==> config.mk <==
export PLATFORM = sky130hd
export DESIGN_NAME = sevenseg_mux_driver
export DESIGN_NICKNAME = d
export VERILOG_FILES = /design/src/rtl/sevenseg_mux_driver.sv
export SDC_FILE = /design/constraint.sdc
export NUM_CORES = 1
export LEC_CHECK = 0
export BUFFER_PORTS_ARGS = -buffer_cell sky130_fd_sc_hd__buf_2
export CORE_ASPECT_RATIO = 0.6
export CORE_UTILIZATION = 42
export DETAILED_ROUTE_END_ITERATION = 16
export GPL_TIMING_DRIVEN = 0
export HOLD_SLACK_MARGIN = 0.1
export MAX_ROUTING_LAYER = met4
export PLACE_DENSITY = 0.64
export SLEW_MARGIN = 0
export SYNTH_ARGS = -nofsm -noshare
export SYNTH_HDL_FRONTEND = slang
export SYNTH_SLANG_ARGS = --single-unit
==> constraint.sdc <==
create_clock -name clk -period 2.19 [get_ports clk]
set_input_delay 0.438 -clock clk [delete_from_list [all_inputs] [get_ports clk]]
set_output_delay 0.438 -clock clk [all_outputs]
set_load 0.01 [all_outputs]
==> src/rtl/sevenseg_mux_driver.sv <==
// sevenseg_mux_driver
//   Time-multiplexed driver for an N-digit common-anode 7-segment display.
//   A clock-enable tick (every CLOCK_FREQUENCY/REFRESH_HZ cycles) steps the
//   digit slot. The BCD digits and decimal points are snapshotted once per frame.
//   Leading-zero blanking, PWM brightness and a dead cycle after every tick are
//   applied before the registered outputs.
//
// Ports
//   clk        in   system clock
//   rst_n      in   synchronous reset, active low
//   input_bcd  in   packed BCD digits, digit 0 = rightmost
//   dp_in      in   decimal point request per digit, 1 = lit
//   blank_lz   in   1 = suppress leading zeros
//   brightness in   PWM duty, 0 = off, all ones = full on
//   an         out  anode select, active low
//   seg        out  {g,f,e,d,c,b,a}, active low
//   dp         out  decimal point, active low
//   frame_tick out  one-cycle pulse after each snapshot load
module sevenseg_mux_driver #(
  parameter int unsigned CLOCK_FREQUENCY = 100000000,
  parameter int unsigned REFRESH_HZ      = 1000,
  parameter int unsigned NUM_DIGITS      = 4,
  parameter int unsigned BRIGHT_W        = 4
) (
  input  logic                       clk,
  input  logic                       rst_n,
  input  logic [NUM_DIGITS-1:0][3:0] input_bcd,
  input  logic [NUM_DIGITS-1:0]      dp_in,
  input  logic                       blank_lz,
  input  logic [BRIGHT_W-1:0]        brightness,
  output logic [NUM_DIGITS-1:0]      an,
  output logic [6:0]                 seg,
  output logic                       dp,
  output logic                       frame_tick
);

  localparam int unsigned TickDiv = CLOCK_FREQUENCY / REFRESH_HZ;
  localparam int unsigned CntW    = (TickDiv > 1) ? $clog2(TickDiv) : 1;
  localparam int unsigned IdxW    = (NUM_DIGITS > 1) ? $clog2(NUM_DIGITS) : 1;

  if (NUM_DIGITS < 1 || NUM_DIGITS > 8) begin : g_bad_digits
    $error("sevenseg_mux_driver: NUM_DIGITS must be in 1..8");
  end
  if (TickDiv < 4) begin : g_bad_tick
    $error("sevenseg_mux_driver: CLOCK_FREQUENCY/REFRESH_HZ must be >= 4");
  end

  logic [CntW-1:0]                r_cnt;
  logic [IdxW-1:0]                r_idx;
  logic [BRIGHT_W-1:0]            r_pwm;
  logic [NUM_DIGITS-1:0][3:0]     r_bcd;
  logic [NUM_DIGITS-1:0]          r_dp;
  logic [NUM_DIGITS-1:0]          r_an;
  logic [6:0]                     r_seg;
  logic                           r_dp_out;
  logic                           r_frame;

  logic                           w_tick;
  logic                           w_last;
  logic                           w_pwm_on;
  logic                           w_lit;
  logic                           w_zero_run;
  logic [NUM_DIGITS-1:0]          w_blank;
  logic [NUM_DIGITS-1:0]          w_an;
  logic [6:0]                     w_seg;
  logic                           w_dp;

  function automatic logic [6:0] f_decode(input logic [3:0] v);
    logic [6:0] s;
    case (v)
      4'd0:    s = 7'h40;
      4'd1:    s = 7'h79;
      4'd2:    s = 7'h24;
      4'd3:    s = 7'h30;
      4'd4:    s = 7'h19;
      4'd5:    s = 7'h12;
      4'd6:    s = 7'h02;
      4'd7:    s = 7'h78;
      4'd8:    s = 7'h00;
      4'd9:    s = 7'h10;
      default: s = 7'h3F;  // non-BCD shows a dash
    endcase
    return s;
  endfunction

  assign w_tick = (r_cnt == CntW'(TickDiv - 1));
  assign w_last = (r_idx == IdxW'(NUM_DIGITS - 1));

  always_comb begin
    // A digit is blanked while it and every digit above it is zero.
    w_zero_run = blank_lz;
    w_blank    = '0;
    for (int i = NUM_DIGITS - 1; i >= 1; i--) begin
      w_zero_run = w_zero_run & (r_bcd[i] == 4'd0);
      w_blank[i] = w_zero_run;
    end

    w_pwm_on = (&brightness) | (r_pwm < brightness);
    w_lit    = w_pwm_on & ~w_blank[r_idx];

    w_an  = '1;
    w_seg = f_decode(r_bcd[r_idx]);
    w_dp  = 1'b1;
    if (w_lit) begin
      w_an[r_idx] = 1'b0;
      w_dp        = ~r_dp[r_idx];
    end

    // Anti-ghosting: everything off on the edge that switches digits.
    if (w_tick) begin
      w_an  = '1;
      w_seg = 7'h7F;
      w_dp  = 1'b1;
    end
  end

  always_ff @(posedge clk) begin
    if (!rst_n) begin
      r_cnt    <= '0;
      r_idx    <= '0;
      r_pwm    <= '0;
      r_bcd    <= '0;
      r_dp     <= '0;
      r_an     <= '1;
      r_seg    <= 7'h7F;
      r_dp_out <= 1'b1;
      r_frame  <= 1'b0;
    end else begin
      r_cnt    <= w_tick ? '0 : r_cnt + 1'b1;
      r_pwm    <= r_pwm + 1'b1;
      r_frame  <= w_tick & w_last;
      r_an     <= w_an;
      r_seg    <= w_seg;
      r_dp_out <= w_dp;
      if (w_tick) begin
        r_idx <= w_last ? '0 : r_idx + 1'b1;
        if (w_last) begin
          r_bcd <= input_bcd;
          r_dp  <= dp_in;
        end
      end
    end
  end

  assign an         = r_an;
  assign seg        = r_seg;
  assign dp         = r_dp_out;
  assign frame_tick = r_frame;

endmodule

==> run metrics <==
Non-Filler Instances=386; top-count cell post-synth=dfxtp_1; Slowest-stage cell, CP=mux4_2; setup TNS=0 ns; Fin. Hold Viols=0; CTS Buf Count=5; drt drc=0; area occupied by multi-input gates=0.00137 mm²; I/O Pins=40; clk sinks=between 50 and 60; Via density=between 4 and 5; worst slack, placed=0.196 ns; number of global-route vias before repair=1775; Chip Height=62.9 µm; post-DR wirelength/cell=between 10 and 15 µm; fin. max-slew vios=0; WS Path Type=flip-flop to flip-flop; Pre-antenna DRT Iters=4; metal3 WL=around 280 µm; Final Util=a little over half; WP depth=8; synth cell count leaders=dfxtp_1, nor2b_1, mux2i_1, nor2_1, nand3_1; Clock Latency Late Sink=about 0.31 ns; run status=completed; Layout fillers=about 530; largest net degree at the start of global routing=18; crit path capture=seg[3]; Final Setup Violations=0; slew margin rel.=roughly 64%; fin nets=between 300 and 400; Worst Setup Start Kind=flip-flop; layout cells sized above 1=20.3%; Seq/Total Area, Yosys=between 40% and 50%; launch point of the worst reg-to-reg path=r_idx[1]; post-synthesis register bit count=56; CTS tree=done; top-area cell type share of the netlist area=~43%; Core ar.=roughly 0.0058 mm²; number of synthesis warnings=0; Max-Cap Viols=0; Mapped Nets=300; CP cell instances=clkbuf_1, mux4_2, inv_1, ha_1, inv_1, o21a_1, a21oi_1, nand2b_1; Pwr Density=about 600 mW/mm²; post-synthesis cell count=between 200 and 300; vias after detailed routing=around 1900; final WL=around 5.2 mm; initial drt markers=~100; area leader, netlist=dfxtp_1; CP Launch Point=r_idx[1]; Area growth syn-to-layout=15.7%; num rows=21; GRT Total Usage=a little under a fifth; uppermost routed layer=met4; Worst Skew=about 0.0092 ns; Critical Path RT=roughly 2.4 ns; Die X=between 100 and 150 µm; Tcrit/Tclk final=around 90%; crit path buf inv count=3; H-tree depth=2; asr flop ratio synth=0%; Slowest Stage Delay on Critical Path=between 0.4 and 0.5 ns; min-delay worst type=primary input to flip-flop; diode count=0; flop2flop setup slack=between 0.15 and 0.2 ns; Root Driver=clkbuf_8; R2R cell count=8; Post CTS Setup Buffer Count=0; unrepaired setup endpoints after global routing=no; die footprint=around 0.0065 mm²; most frequent CP cell=inv_1; leakage=around 1.2 nW; Post-DRT Antenna Nets=0; Resized cells post-CTS=0; initial antenna violation count=0; Mapped Area=approximately 0.0026 mm²; Critical Path AT=~2.3 ns; Final min period=about 2 ns; worst hold start=input_bcd[0]; cts hold-fix bufs=0; hold path depth=3; Detailed Place HPWL=3.89 mm; grt total ovfl=0; hold_ws=0.384 ns; worst r2r dst=seg[3]; Yosys cell types=38; Post-synth EDFFs=0; Max Freq=around 500 MHz; Clock Pin Slew Worst Setup and Hold Paths=around 0.10 ns; CTS Buffer Depth=2; Setup crit end kind=flip-flop; Worst VDD drop=~0.32 mV; Routability Congestion=a little under 0.8; met1 WL=3.11 mm; Worst Max-Slew Pin Slew=approximately 0.54 ns; met2 WL=1.78 mm; starting density of the core=between 40% and 50%; DP Cell Count=378; Primary FF master, synth=dfxtp_1; largest cells by area after synthesis=dfxtp_1, mux2i_1, ha_1, nor2b_1, mux4_2; Worst path top cell family by delay=buffers and inverters; register area=0.00112 mm²; worst setup margin=between 0.15 and 0.2 ns; first-pass GRT wire length=between 8 and 9 mm; Max FO, Critical Path=9; Port Buf Inserts=39; syn avg cell area=10.0 µm²
==> metrics by stage <==
step / cell area [µm²] / power (W)
final: 3000 / 0.00182
after global placement: 2890 / 0.00116
after global routing: 3000 / 0.00190
after floorplan: 2600 / 0.00112
after detailed placement: 2890 / 0.00116
after CTS: 3000 / 0.00184
==> tightest hold or removal path, cell delays in order <==
cell	delay, ns
buf_2	0.08
mux2i_1	0.05
nor2b_1	0.09
==> power breakdown <==
| part | switching, W | internal, W | total [W] |
|---|---|---|---|
| Clock | 0.000339 | 0.000339 | 0.000678 |
| Combinational | 0.0000459 | 0.0000473 | 0.0000932 |
| Sequential | 0.0000123 | 0.00103 | 0.00105 |
==> final cells by class <==
class / count / area share, %
well taps: 80 / 3.33
plain buffers: 10 / 2.29
clock buffers: 5 / 2.29
multi-input cells: 183 / 45.6
flip-flops and latches: 56 / 37.3
clock inverters: 3 / 1.42
inverters: 10 / 1.25
repair buffers: 39 / 6.50
==> sequential cells by signal, indices dropped and copies added, names as in the netlist <==
register and cells:
r_bcd 16, r_cnt 17, dp 1, seg 7, r_pwm 4, frame_tick 1, r_idx 2, r_dp 4
an 4
==> cell families after synthesis <==
logic type | count (synthesis) | share of synthesized area (%)
buffers and inverters | 20 | 4.09
adder cells (fa/ha/maj) | 14 | 6.74
flip-flops | 56 | 43.2
multiplexers | 25 | 12.0
AND/OR/NAND/NOR | 103 | 23.1
XOR/XNOR | 15 | 5.06
AO/OA/AOI/OAI | 26 | 5.78
==> cells in the final DEF (no fill, tap or decap), types with 2 or more instances in the layout <==
cell	Yosys	final
ha_1	14	14
dfxtp_1	56	56
a21oi_1	7	7
mux4_2	5	5
or3_1	2	2
clkbuf_1	5	5
mux2i_1	20	20
o21ai_1	2	2
and2_1	6	6
buf_2	1	40
nand2b_1	2	2
xnor2_1	7	7
nand3_1	15	15
nor2_1	20	20
and3_1	8	8
nor4_1	4	4
o21ai_0	9	9
buf_6	4	4
o21a_1	2	2
nand4_1	3	3
nor3_1	2	2
inv_1	10	10
clkbuf_8	0	5
nand2_1	8	8
xor2_1	8	8
nor2b_1	26	26
==> how the worst min path moves through the flow <==
stage / end
final: r_bcd[0]
after global routing: r_bcd[4]
after CTS: r_bcd[13]
after detailed placement: r_cnt[0]
after global placement: r_cnt[0]
after floorplan: r_pwm[0]
==> routing by layer <==
| metal | vias up | GRT usage, % |
|---|---|---|
| met2 | 55 | 21.7 |
| li1 | 978 | - |
| met5 | - | - |
| met1 | 858 | 28.6 |
| met4 | 0 | 5.43 |
| met3 | 5 | 3.86 |
Power figures use the tool's default switching activity.
